[config.mk]
export PLATFORM = sky130hd
export DESIGN_NAME = imem_boot_loader
export DESIGN_NICKNAME = d
export VERILOG_FILES = /design/src/rtl/imem_loader_pkg.sv /design/src/rtl/imem_boot_loader.sv
export SDC_FILE = /design/constraint.sdc
export NUM_CORES = 1
export LEC_CHECK = 0
export ABC_AREA = 1
export CORE_UTILIZATION = 67
export DETAILED_ROUTE_END_ITERATION = 7
export DONT_BUFFER_PORTS = 1
export PLACE_DENSITY = 0.83
export SLEW_MARGIN = 20
export SYNTH_ARGS = -nofsm -noshare
export SYNTH_HDL_FRONTEND = slang
export SYNTH_SLANG_ARGS = --single-unit
[constraint.sdc]
create_clock -name clock -period 5 [get_ports clock]
set_input_delay 1.5 -clock clock [delete_from_list [all_inputs] [get_ports clock]]
set_output_delay 1.5 -clock clock [all_outputs]
set_load 0.01 [all_outputs]
[src/rtl/imem_loader_pkg.sv]
// Shared types and constants for the instruction-memory boot loader.
package imem_loader_pkg;

  // Loader sequencing states
  typedef enum logic [2:0] {
    ST_IDLE   = 3'd0,
    ST_WRITE  = 3'd1,
    ST_VERIFY = 3'd2,
    ST_RUN    = 3'd3,
    ST_ERR    = 3'd4
  } loader_state_e;

  localparam int BYTES_PER_WORD = 4;
  localparam int WORD_CNT_W     = 16;

  // Little-endian byte lane k of a 32-bit word (4:1 mux)
  function automatic logic [7:0] byte_lane(input logic [31:0] word, input logic [1:0] k);
    logic [7:0] b;
    case (k)
      2'd0:    b = word[7:0];
      2'd1:    b = word[15:8];
      2'd2:    b = word[23:16];
      2'd3:    b = word[31:24];
      default: b = 8'h00;
    endcase
    return b;
  endfunction

endpackage

[src/rtl/imem_boot_loader.sv]
// Boot loader: accepts 32-bit words on a valid/ready stream, writes each as four
// little-endian byte writes into the byte-wide instruction memory at
// load_addr + BASE_OFFSET, and holds the core in reset-like idle (start=0) until
// the word tagged load_last is committed.
// Optional feature macro: LOADER_VERIFY_EN adds a 4-cycle read-back VERIFY phase
// per word; any read-back mismatch drives the loader into the sticky error state.
// All outputs are registers loaded from the next-state decode, so they change
// on the same edge as the state they describe.
module imem_boot_loader
  import imem_loader_pkg::*;
#(
  parameter int unsigned BASE_OFFSET = 4,
  parameter int unsigned DEPTH_BYTES = 1024,
  parameter int unsigned ADDR_W      = 32
) (
  input  logic                  clock,
  input  logic                  reset,
  input  logic                  load_valid,
  output logic                  load_ready,
  input  logic [31:0]           load_word,
  input  logic [ADDR_W-1:0]     load_addr,
  input  logic                  load_last,
  input  logic                  reload,
  output logic                  mem_we,
  output logic [ADDR_W-1:0]     mem_addr,
  output logic [7:0]            mem_wdata,
  input  logic [7:0]            mem_rdata,
  output logic                  start,
  output logic                  done,
  output logic                  error,
  output logic [WORD_CNT_W-1:0] word_count
);

  // Bounds arithmetic is one bit wider than the address so a wrapping
  // address can never look in range.
  localparam logic [ADDR_W:0]       END_PAD = (ADDR_W+1)'(BASE_OFFSET + BYTES_PER_WORD - 1);
  localparam logic [ADDR_W:0]       LIMIT   = (ADDR_W+1)'(DEPTH_BYTES);
  localparam logic [ADDR_W-1:0]     OFFSET  = ADDR_W'(BASE_OFFSET);
  localparam logic [WORD_CNT_W-1:0] CNT_MAX = {WORD_CNT_W{1'b1}};

  loader_state_e         state_r, state_s;
  logic [1:0]            k_r, k_s;
  logic [31:0]           word_r;
  logic [ADDR_W-1:0]     addr_r;
  logic                  last_r;

  logic                  accept_s;
  logic                  addr_ok_s;
  logic [ADDR_W:0]       span_end_s;
  logic [ADDR_W-1:0]     base_s;
  logic [31:0]           src_word_s;
  logic                  commit_s;
  logic                  clear_cnt_s;

  logic                  ready_s;
  logic                  we_s;
  logic [ADDR_W-1:0]     maddr_s;
  logic [7:0]            wdata_s;
  logic [WORD_CNT_W-1:0] count_s;

  assign accept_s   = load_valid && load_ready;
  assign span_end_s = {1'b0, load_addr} + END_PAD;
  assign addr_ok_s  = (load_addr[1:0] == 2'b00) && (span_end_s < LIMIT);
  assign base_s     = accept_s ? (load_addr + OFFSET) : addr_r;
  assign src_word_s = accept_s ? load_word : word_r;

`ifndef LOADER_VERIFY_EN
  logic unused_rdata_s;
  assign unused_rdata_s = ^mem_rdata;
`endif

  // Next-state logic: byte sequencing, verify, commit and reload handling
  always_comb begin
    state_s     = state_r;
    k_s         = k_r;
    commit_s    = 1'b0;
    clear_cnt_s = 1'b0;
    case (state_r)
      ST_IDLE: begin
        if (accept_s) begin
          k_s     = 2'd0;
          state_s = addr_ok_s ? ST_WRITE : ST_ERR;
        end else begin
          state_s = ST_IDLE;
        end
      end
      ST_WRITE: begin
        if (k_r == 2'd3) begin
`ifdef LOADER_VERIFY_EN
          k_s     = 2'd0;
          state_s = ST_VERIFY;
`else
          commit_s = 1'b1;
          state_s  = last_r ? ST_RUN : ST_IDLE;
`endif
        end else begin
          k_s = k_r + 2'd1;
        end
      end
      ST_VERIFY: begin
`ifdef LOADER_VERIFY_EN
        if (mem_rdata != byte_lane(word_r, k_r)) begin
          state_s = ST_ERR;
        end else if (k_r == 2'd3) begin
          commit_s = 1'b1;
          state_s  = last_r ? ST_RUN : ST_IDLE;
        end else begin
          k_s = k_r + 2'd1;
        end
`else
        state_s = ST_ERR;
`endif
      end
      ST_RUN: begin
        if (reload) begin
          clear_cnt_s = 1'b1;
          state_s     = ST_IDLE;
        end else begin
          state_s = ST_RUN;
        end
      end
      ST_ERR: begin
        if (reload) begin
          clear_cnt_s = 1'b1;
          state_s     = ST_IDLE;
        end else begin
          state_s = ST_ERR;
        end
      end
      default: begin
        state_s = ST_IDLE;
      end
    endcase
  end

  // Output decode from the next state, loaded into the output registers
  always_comb begin
    ready_s = (state_s == ST_IDLE);
    we_s    = (state_s == ST_WRITE);
    maddr_s = {ADDR_W{1'b0}};
    wdata_s = 8'h00;
    count_s = word_count;
    if ((state_s == ST_WRITE) || (state_s == ST_VERIFY)) begin
      maddr_s = base_s + ADDR_W'(k_s);
    end else begin
      maddr_s = {ADDR_W{1'b0}};
    end
    if (we_s) begin
      wdata_s = byte_lane(src_word_s, k_s);
    end else begin
      wdata_s = 8'h00;
    end
    if (clear_cnt_s) begin
      count_s = {WORD_CNT_W{1'b0}};
    end else if (commit_s && (word_count != CNT_MAX)) begin
      count_s = word_count + {{(WORD_CNT_W-1){1'b0}}, 1'b1};
    end else begin
      count_s = word_count;
    end
  end

  // State, byte index and latched word/address/last registers
  always_ff @(posedge clock or negedge reset) begin
    if (!reset) begin
      state_r <= ST_IDLE;
      k_r     <= 2'd0;
      word_r  <= 32'h0000_0000;
      addr_r  <= {ADDR_W{1'b0}};
      last_r  <= 1'b0;
    end else begin
      state_r <= state_s;
      k_r     <= k_s;
      if (accept_s) begin
        word_r <= load_word;
        addr_r <= load_addr + OFFSET;
        last_r <= load_last;
      end
    end
  end

  // Registered outputs
  always_ff @(posedge clock or negedge reset) begin
    if (!reset) begin
      load_ready <= 1'b0;
      mem_we     <= 1'b0;
      mem_addr   <= {ADDR_W{1'b0}};
      mem_wdata  <= 8'h00;
      start      <= 1'b0;
      done       <= 1'b0;
      error      <= 1'b0;
      word_count <= {WORD_CNT_W{1'b0}};
    end else begin
      load_ready <= ready_s;
      mem_we     <= we_s;
      mem_addr   <= maddr_s;
      mem_wdata  <= wdata_s;
      start      <= (state_s == ST_RUN);
      done       <= (state_s == ST_RUN);
      error      <= (state_s == ST_ERR);
      word_count <= count_s;
    end
  end

endmodule

==> impl_metrics.py, run 1 <==
metrics = {
    "outcome": {
        "status": "completed",
    },
    "timing": {
        "rsz0062_at_grt": "false",
        "clock.fmax_mhz": 269.5,
        "hold_viol": 0,
        "final-setup-viol-count": 0,
        "slew_headroom_pct": 51.06,
        "layout_setup_ws_ns": 1.290,
        "skew_ns": 0.009785,
        "fin_crit_ns": 3.710,
        "period_share_pct": 74.21,
        "worstMarginPinSlew_ns": 0.7342,
        "slew_violations": 0,
        "fin_tns_setup_ns": 0,
    },
    "power": {
        "power_density_nw_per_um2": 409.5,
        "vdd_drop_max_uv": 489.1,
        "leakage_nw": 4.258,
    },
    "global_route": {
        "grt_max_degree": 131,
        "first_global_vias": 7074,
        "grt_remaining_overflow": 0,
        "grt_pass1_wl_mm": 33.83,
        "antenna_found_initial": 0,
        "grt_usage_pct": 34.99,
    },
    "floorplan": {
        "initial_core_util_pct": 68.95,
        "die_height_um": 110.6,
        "die_w_um": 110.6,
        "io_pins": 138,
        "dieArea_um2": 12240,
        "core-area_um2": 11470,
        "num_rows": 39,
    },
    "finish": {
        "layout.nets": 1213,
        "drive_gt1_share_pct": 11.81,
        "fillers": 892,
        "diodes": 0,
        "syn2layout_area_growth_pct": 8.277,
    },
    "synth": {
        "syn_nets": 1212,
        "syn_area_um2": 7906,
        "synthFlopType": "dfrtp_1",
        "synth-seq-cells": 130,
        "ys_seq_area_share_pct": 41.15,
        "synth-edff-count": 0,
        "syn_area_per_cell_um2": 7.003,
        "yosysWarnings": 0,
        "syn_inst": 1129,
        "synth.distinct_cells": 42,
        "ys_async_sr_fraction_pct": 100.0,
    },
    "worst_hold_path": {
        "holdCritStartpoint": "word_r[19]$_DFF_PN0_",
        "whs_path_depth": 2,
        "hold_end": "word_r[19]$_DFF_PN0_",
        "hp-class": "reg -> reg",
    },
    "worst_setup_path": {
        "crit_type": "in -> reg",
        "worstPathRequired_ns": 5.29,
        "crit_chain": "nand2_2 -> buf_4 -> o21ai_0 -> ha_1 -> a21oi_1 -> nor2_1 -> nand2_1 -> nor2_2 -> nand3_1 -> nor3_4 -> nand2_1 -> nor2_1 -> nand2_1 -> nand2_1 -> nor2_1",
        "max_stage_delay_ns": 0.34,
        "arrival_ns": 4.00,
        "reg2reg_slack_ns": 1.83,
        "reg2reg_depth": 17,
        "end_kind": "register",
        "r2r-start": "state_r[1]$_DFF_PN0_",
        "reg2reg_to": "mem_addr[19]$_DFF_PN0_",
        "cpMostUsedCell": "nand2_1",
        "crit_path_start": "load_valid",
        "startpoint_type": "input pin",
        "cpMaxStageDelayCell": "ha_1",
        "critPathMaxFanout": 28,
    },
    "cts": {
        "postCtsSetupRepairBufs": 0,
        "cts_buffers": 17,
        "clk_pin_slew_ns": 0.06,
        "htree_levels": 4,
        "clkLatencyLatePin_ns": 0.43,
        "root_buffer": "clkbuf_16",
        "cts_tree": "done",
        "cts-resized-gates": 0,
        "postCtsHoldBufs": 0,
        "clock_path_buffers": 2,
        "cts_sinks": 130,
    },
    "drt": {
        "postRouteAntennaNets": 0,
        "vias_per_cell": 5.694,
        "drc": 0,
        "dr.pass1.iters": 7,
        "via_count": 7322,
        "first_iter_violations": 678,
        "drt-total-wl_mm": 20.29,
        "wl_per_cell_um": 15.77,
    },
    "placed_design": {
        "place_hpwl_mm": 15.00,
        "io_buffer_count": 0,
        "gp_congestion": 0.9704,
        "pre_cts_ws_ns": 0.8580,
    },
    "run": {
        "drv_cap": 0,
    },
}
synthesized netlist by cell type, types with 5 or more instances:
| master | n | area (µm²) |
|---|---|---|
| nor2_1 | 137 | 514.2 |
| nand4_1 | 14 | 87.58 |
| xor2_1 | 13 | 113.9 |
| ha_1 | 5 | 62.56 |
| a22o_1 | 9 | 78.83 |
| inv_1 | 99 | 371.6 |
| nand3_1 | 98 | 490.5 |
| a21oi_1 | 17 | 85.08 |
| o21ai_0 | 22 | 110.1 |
| nor2_2 | 37 | 231.5 |
| o21ai_1 | 9 | 45.04 |
| a211oi_1 | 5 | 37.54 |
| dfrtp_1 | 130 | 3253 |
| buf_2 | 8 | 40.04 |
| nor2_4 | 10 | 112.6 |
| or2_2 | 14 | 87.58 |
| nand2_1 | 426 | 1599 |
| nand2_2 | 15 | 93.84 |
| a221oi_1 | 8 | 70.07 |
| clkbuf_1 | 5 | 18.77 |
| inv_2 | 5 | 18.77 |
| nor3_1 | 6 | 30.03 |
worst max-delay path, delay by kind of cell:
| family | cells | cell delay (ns) |
|---|---|---|
| and+or+nand+nor | 11 | 1.54 |
| adders and majority gates | 1 | 0.34 |
| buffers and inverters | 1 | 0.31 |
| AOI/OAI and AO/OA | 2 | 0.30 |
worst max-delay path by stage:
stage / to / slack, ns / depth (start not counted)
2_1_floorplan: mem_addr[17]$_DFF_PN0_ / 0.64 / 18
3_3_place_gp: mem_addr[19]$_DFF_PN0_ / 0.91 / 15
3_5_place_dp: mem_addr[19]$_DFF_PN0_ / 0.86 / 15
4_1_cts: mem_addr[19]$_DFF_PN0_ / 1.28 / 15
5_1_grt: mem_addr[17]$_DFF_PN0_ / 0.97 / 15
6_report: mem_addr[19]$_DFF_PN0_ / 1.29 / 15
flip-flops by register name, summed over array words and instances (netlist names):
signal,count
addr_r,32
last_r,1
done,1
mem_addr,32
word_r,32
k_r,2
mem_we,1
load_ready,1
error,1
word_count,16
mem_wdata,8
state_r,3
through the flow:
step	utilization, %	cells	hold slack [ns]	total power, W	cell area (µm²)
after floorplan	-	1129	0.4446	0.002084	7906
after global placement	69.63	1254	0.4574	0.002266	7985
after detailed placement	69.63	1254	0.4618	0.002300	7985
after CTS	74.65	1286	0.4747	0.003502	8561
after global routing	74.65	1286	0.4870	0.003695	8561
final	74.65	1286	0.4749	0.003505	8561
layout by cell type (no fill, tap or decap), drive strengths merged, types with 5 or more instances in the layout:
| master | netlist | final |
|---|---|---|
| a21oi | 19 | 19 |
| clkinv | 0 | 6 |
| a22o | 9 | 9 |
| nor3 | 7 | 7 |
| nand4 | 15 | 15 |
| xor2 | 13 | 13 |
| ha | 5 | 5 |
| nand2 | 445 | 445 |
| inv | 104 | 109 |
| o21ai | 36 | 36 |
| nor2 | 184 | 184 |
| nand3 | 100 | 100 |
| a221oi | 8 | 8 |
| clkbuf | 5 | 17 |
| a211oi | 5 | 5 |
| dfrtp | 130 | 130 |
| or2 | 14 | 14 |
final cells by class:
cell class              instances  area (µm²)  area share [%]
flip-flops and latches        130        3253           38.00
repair buffers                  4       30.03          0.3508
inverters                     104       390.4           4.560
multi-input cells             873        4133           48.28
well taps                     143       178.9           2.090
clock inverters                15       150.1           1.754
clock buffers                  17       425.4           4.969
per-layer routing:
| metal | global-route usage [%] | up-vias | share of wire [%] |
|---|---|---|---|
| met5 | 0 | - | 0 |
| met3 | 7.464 | 60 | 7.7 |
| met4 | 16.53 | 0 | 3.8 |
| li1 | - | 3580 | - |
| met2 | 60.17 | 333 | 50 |
| met1 | 41.79 | 3349 | 39 |
report_power, final:
group          leakage [nW]  internal, W  total (W)  switching [W]
clock network         0.274     0.000696    0.00119       0.000496
logic                  2.30     0.000293   0.000982       0.000688
registers              1.69      0.00126    0.00133      0.0000705
total                  4.26      0.00225    0.00351        0.00126
cell families (layout without fill, tap and decap cells):
kind of cell	count (synthesis)	count (layout)	share of synthesized area (%)
XOR/XNOR	16	16	1.773
AO/OA/AOI/OAI	83	83	6.884
multiplexers	1	1	0.1424
adder cells (fa/ha/maj)	6	6	1.044
AND/OR/NAND/NOR	767	767	42.43
flip-flops	130	130	41.15
buffers and inverters	126	140	6.583
No activity file was read; power rests on OpenSTA's default activity.
==> run 2: changes to the inputs <==
Settings changed: CORE_UTILIZATION 67 to 58, PLACE_DENSITY 0.83 to 0.76.
Clock period 5 ns to 3.4 ns, I/O delays scaled along.
==> impl_metrics.py, run 2 (same netlist as run 1, synthesis figures left out) <==
metrics = {
    "finish": {
        "layout.nets": 1229,
        "final_area_um2": 8733,
        "diodes": 0,
        "final_common_cell": "nand2_1",
        "top_regs": "addr_r x32, mem_addr x32, word_r x32",
        "regArea_um2": 3253,
        "most-common-layout-cells": "426 x nand2_1, 136 x nor2_1, 130 x dfrtp_1",
        "syn2layout_area_growth_pct": 10.46,
        "drive_gt1_share_pct": 13.37,
        "fillers": 1198,
        "multi_input_area_um2": 4151,
    },
    "worst_setup_path": {
        "startpoint_type": "register",
        "cpMaxStageDelayCell": "dfrtp_1",
        "cpMostUsedCell": "nand2_1",
        "crit_type": "reg -> reg",
        "end_kind": "register",
        "critPathMaxFanout": 7,
        "worstPathRequired_ns": 3.71,
        "max_stage_delay_ns": 0.42,
        "arrival_ns": 3.24,
        "crit_chain": "nor2_1 -> nand2_1 -> nor2_1 -> o21ai_0 -> inv_1 -> buf_4 -> fa_2 -> nand2_1 -> nor2_1 -> nand2_1 -> nor2_2 -> nand2_1 -> nor2_2 -> nand3_2 -> nor2_4 -> nand2_1 -> xor2_1 -> nor2_1",
    },
    "cts": {
        "postCtsSetupRepairBufs": 0,
        "cts_buffers": 17,
        "htree_levels": 4,
        "cts-resized-gates": 0,
        "root_buffer": "clkbuf_16",
        "clkLatencyLatePin_ns": 0.42,
        "postCtsHoldBufs": 0,
        "cts_sinks": 130,
        "clk_pin_slew_ns": 0.06,
        "cts_tree": "done",
        "clock_path_buffers": 2,
    },
    "placed_design": {
        "place_hpwl_mm": 15.54,
        "gp_congestion": 0.9729,
        "io_buffer_count": 0,
        "place_area_um2": 8178,
    },
    "drt": {
        "wl_per_cell_um": 15.67,
        "drc": 0,
        "postRouteAntennaNets": 0,
        "dr.pass1.iters": 5,
        "drt-total-wl_mm": 20.92,
        "via_count": 7270,
        "first_iter_violations": 541,
        "vias_per_cell": 5.446,
    },
    "floorplan": {
        "die_w_um": 118.8,
        "initial_core_util_pct": 59.70,
        "core-area_um2": 13240,
        "dieArea_um2": 14100,
        "die_height_um": 118.8,
        "num_rows": 42,
        "io_pins": 138,
    },
    "worst_hold_path": {
        "hp-class": "in -> async",
    },
    "timing": {
        "skew_ns": 0.008079,
        "hold_viol": 0,
        "clock.fmax_mhz": 341.8,
        "fin_crit_ns": 2.925,
        "final-setup-viol-count": 0,
        "slew_headroom_pct": 51.80,
        "slew_violations": 0,
        "period_share_pct": 86.04,
        "whs_ns": 0.2936,
        "rsz0062_at_grt": "false",
        "worstMarginPinSlew_ns": 0.7230,
        "fin_tns_setup_ns": 0,
    },
    "global_route": {
        "grt_busiest_layer": "met2",
        "grt_use_met1_pct": 38.38,
        "grt_remaining_overflow": 0,
        "grt_pass1_wl_mm": 34.10,
        "first_global_vias": 6926,
        "grt_usage_pct": 31.25,
        "grt_util_met3_pct": 7.384,
        "met2_usage_pct": 53.40,
        "grt_max_degree": 131,
        "antenna_found_initial": 0,
    },
    "power": {
        "power.internal_w": 0.003270,
        "power_frac_seq_pct": 38.5,
        "vdd_drop_max_uv": 354.0,
        "p_switching_w": 0.001826,
        "clkPwrFrac_pct": 33.3,
        "comb_power_share_pct": 28.1,
        "leakage_nw": 4.335,
        "power_density_nw_per_um2": 583.5,
        "switching_share_pct": 35.83,
    },
    "outcome": {
        "status": "completed",
    },
    "run": {
        "drv_cap": 0,
    },
}
run 2: cell count changes in the layout (fill, tap and decap cells not counted), sizes merged:
cell / before / now
clkinv: 6 / 5
bufinv: 1 / 0
buf: 4 / 20
inv: 109 / 108
clkbuf: 17 / 19
clkinvlp: 3 / 4
run 2: layout make-up:
cell class | count | area share [%]
flip-flops and latches | 130 | 37.25
inverters | 104 | 4.470
clock buffers | 19 | 5.186
repair buffers | 20 | 1.862
clock inverters | 13 | 1.175
well taps | 176 | 2.521
multi-input cells | 873 | 47.54
run 2: per-stage QoR:
stage	setup slack (ns)	instances	util [%]	total power [W]
floorplan	0.002860	1129	-	0.003088
global placement	0.1511	1303	61.75	0.003355
detailed placement	0.1005	1303	61.75	0.003395
CTS	0.4909	1335	65.95	0.005102
global route	0.1538	1335	65.95	0.005378
finish	0.4746	1335	65.95	0.005096
run 2: per-layer routing:
layer  vias to the layer above  wire length (µm)
met5                         -                 0
li1                       3613                 -
met4                         0               504
met2                       274             10240
met1                      3346              8720
met3                        37              1456
run 2: power groups by stage:
stage	sequential [W]	clock (W)	combinational, W
floorplan	0.00196	0	0.00113
global placement	0.00197	0	0.00138
detailed placement	0.00199	0	0.00141
CTS	0.00196	0.00171	0.00143
global route	0.00199	0.00177	0.00161
finish	0.00196	0.00170	0.00143
run 2: final timing paths:
| kind | startpoint | depth (start not counted) | slack, ns | end |
|---|---|---|---|---|
| max | state_r[1]$_DFF_PN0_ | 18 | 0.47 | mem_addr[18]$_DFF_PN0_ |
| min | reset | 0 | 0.29 | word_count[5]$_DFFE_PN0P_ |
| max reg2reg | state_r[1]$_DFF_PN0_ | 18 | 0.47 | mem_addr[18]$_DFF_PN0_ |
| min reg2reg | word_r[31]$_DFF_PN0_ | 2 | 0.48 | word_r[31]$_DFF_PN0_ |
| max in group asynchronous | reset | 0 | 2.93 | mem_addr[14]$_DFF_PN0_ |
| min in group clock | word_r[31]$_DFF_PN0_ | 2 | 0.48 | word_r[31]$_DFF_PN0_ |
run 2: critical path, delay by kind of cell (launching register included):
family | cells | cell delay (ns)
AND/OR/NAND/NOR | 13 | 1.62
AO/OA/AOI/OAI | 1 | 0.18
buffers and inverters | 2 | 0.25
XOR/XNOR | 1 | 0.15
adder cells (fa/ha/maj) | 1 | 0.20
flip-flops | 1 | 0.42
==> run 3: changes to the inputs <==
Settings changed: CORE_MARGIN set to 4, MAX_ROUTING_LAYER set to met4.
==> impl_metrics.py, run 3 (same netlist as run 1, synthesis figures left out) <==
metrics = {
    "timing": {
        "fin_tns_setup_ns": 0,
        "period_share_pct": 86.72,
        "final-setup-viol-count": 0,
        "slew_violations": 0,
        "slew_headroom_pct": 51.31,
        "rsz0062_at_grt": "false",
        "hold_viol": 0,
        "clock.fmax_mhz": 339.2,
        "worstMarginPinSlew_ns": 0.7303,
        "skew_ns": 0.01136,
        "fin_crit_ns": 2.948,
    },
    "power": {
        "power_frac_seq_pct": 37.0,
        "post-layout-total-power_w": 0.005306,
        "clkPwrFrac_pct": 35.9,
        "power_density_nw_per_um2": 605.3,
        "power.internal_w": 0.003512,
        "p_switching_w": 0.001793,
        "switching_share_pct": 33.80,
        "vdd_drop_max_uv": 488.1,
        "comb_power_share_pct": 27.2,
        "leakage_nw": 4.351,
    },
    "worst_setup_path": {
        "reg2reg_depth": 17,
        "arrival_ns": 3.23,
        "worstPathRequired_ns": 3.69,
        "end_kind": "register",
        "startpoint_type": "input pin",
        "crit_path_start": "load_valid",
        "r2r-start": "state_r[1]$_DFF_PN0_",
        "reg2reg_slack_ns": 0.50,
        "reg2reg_to": "mem_addr[17]$_DFF_PN0_",
        "critPathMaxFanout": 7,
        "crit_type": "in -> reg",
    },
    "cts": {
        "cts_tree": "done",
        "root_buffer": "clkbuf_16",
        "clkLatencyLatePin_ns": 0.42,
        "clock_path_buffers": 2,
        "postCtsHoldBufs": 0,
        "cts_sinks": 130,
        "clk_pin_slew_ns": 0.06,
        "cts_buffers": 17,
        "htree_levels": 4,
        "postCtsSetupRepairBufs": 0,
        "cts-resized-gates": 0,
    },
    "placed_design": {
        "io_buffer_count": 0,
        "place_hpwl_mm": 15.64,
        "gp_congestion": 1.008,
        "dp.cells": 1298,
        "place_area_um2": 8140,
    },
    "drt": {
        "postRouteAntennaNets": 0,
        "drc": 0,
        "via_count": 7195,
        "first_iter_violations": 603,
        "wl_per_cell_um": 15.55,
        "vias_per_cell": 5.410,
        "dr.pass1.iters": 5,
        "drt-total-wl_mm": 20.69,
    },
    "finish": {
        "drive_gt1_share_pct": 13.00,
        "fillers": 1162,
        "final_util_pct": 65.93,
        "layout.nets": 1224,
        "diodes": 0,
        "syn2layout_area_growth_pct": 10.87,
        "top_regs": "addr_r x32, mem_addr x32, word_r x32",
        "most-common-layout-cells": "426 x nand2_1, 136 x nor2_1, 130 x dfrtp_1",
        "final_common_cell": "nand2_1",
        "final_area_um2": 8766,
        "stdcell_count": 1330,
    },
    "floorplan": {
        "die_height_um": 124.8,
        "initial_core_util_pct": 59.47,
        "dieArea_um2": 15560,
        "die_w_um": 124.8,
        "io_pins": 138,
        "core-area_um2": 13300,
        "num_rows": 42,
    },
    "global_route": {
        "grt_pass1_wl_mm": 33.67,
        "first_global_vias": 6699,
        "grt_remaining_overflow": 0,
        "grt_max_degree": 131,
        "antenna_found_initial": 0,
        "grt_usage_pct": 27.52,
    },
    "worst_hold_path": {
        "hp-class": "in -> async",
    },
    "run": {
        "drv_cap": 0,
    },
    "outcome": {
        "status": "completed",
    },
}
run 3: metal layers:
| layer | global-route usage, % | routed length [µm] |
|---|---|---|
| met1 | 34.25 | 8688 |
| met2 | 44.72 | 9914 |
| met3 | 5.875 | 1463 |
| met4 | 9.607 | 621 |
| met5 | - | 0 |
run 3: stage by stage:
stage / hold WS (ns) / setup WS, ns
6_report: 0.2850 / 0.4516
5_1_grt: 0.2735 / 0.1203
4_1_cts: 0.2815 / 0.4734
3_5_place_dp: 0.4641 / 0.04206
3_3_place_gp: 0.4576 / 0.1103
2_1_floorplan: 0.4446 / 0.002860
run 3: layout make-up:
type / instances / area (µm²) / share of cell area [%]
Inverter: 104 / 390.4 / 4.453
Clock buffer: 19 / 452.9 / 5.167
Multi-Input combinational cell: 873 / 4151 / 47.36
Sequential cell: 130 / 3253 / 37.11
Tap cell: 176 / 220.2 / 2.512
Clock inverter: 13 / 172.7 / 1.970
Timing Repair Buffer: 15 / 125.1 / 1.427
run 3: worst max-delay path by stage:
stage,end,slack (ns),cells after the start
2_1_floorplan,mem_addr[17]$_DFF_PN0_,0.003,19
3_3_place_gp,mem_addr[17]$_DFF_PN0_,0.11,17
3_5_place_dp,mem_addr[17]$_DFF_PN0_,0.04,17
4_1_cts,mem_addr[17]$_DFF_PN0_,0.47,17
5_1_grt,mem_addr[19]$_DFF_PN0_,0.12,17
6_report,mem_addr[17]$_DFF_PN0_,0.45,17
run 3: critical path, stage by stage:
cell and delay (ns):
nand2_4 0.06, inv_2 0.12, nand3_1 0.10, o21ai_0 0.19, inv_1 0.13, ha_1 0.31
a21oi_1 0.07, nor2_1 0.10, nand2_1 0.08, nor2_2 0.16, nand3_2 0.13, nor3_4 0.27
nand2_1 0.14, nor2_1 0.18, nand2_1 0.07, nand2_1 0.07, nor2_1 0.04
run 3: power by group through the flow:
stage	Clock (W)	Sequential, W	Combinational [W]
final	0.00190	0.00196	0.00144
after global routing	0.00201	0.00199	0.00163
after global placement	0	0.00197	0.00141
after detailed placement	0	0.00198	0.00143
after floorplan	0	0.00196	0.00113
after CTS	0.00192	0.00196	0.00144
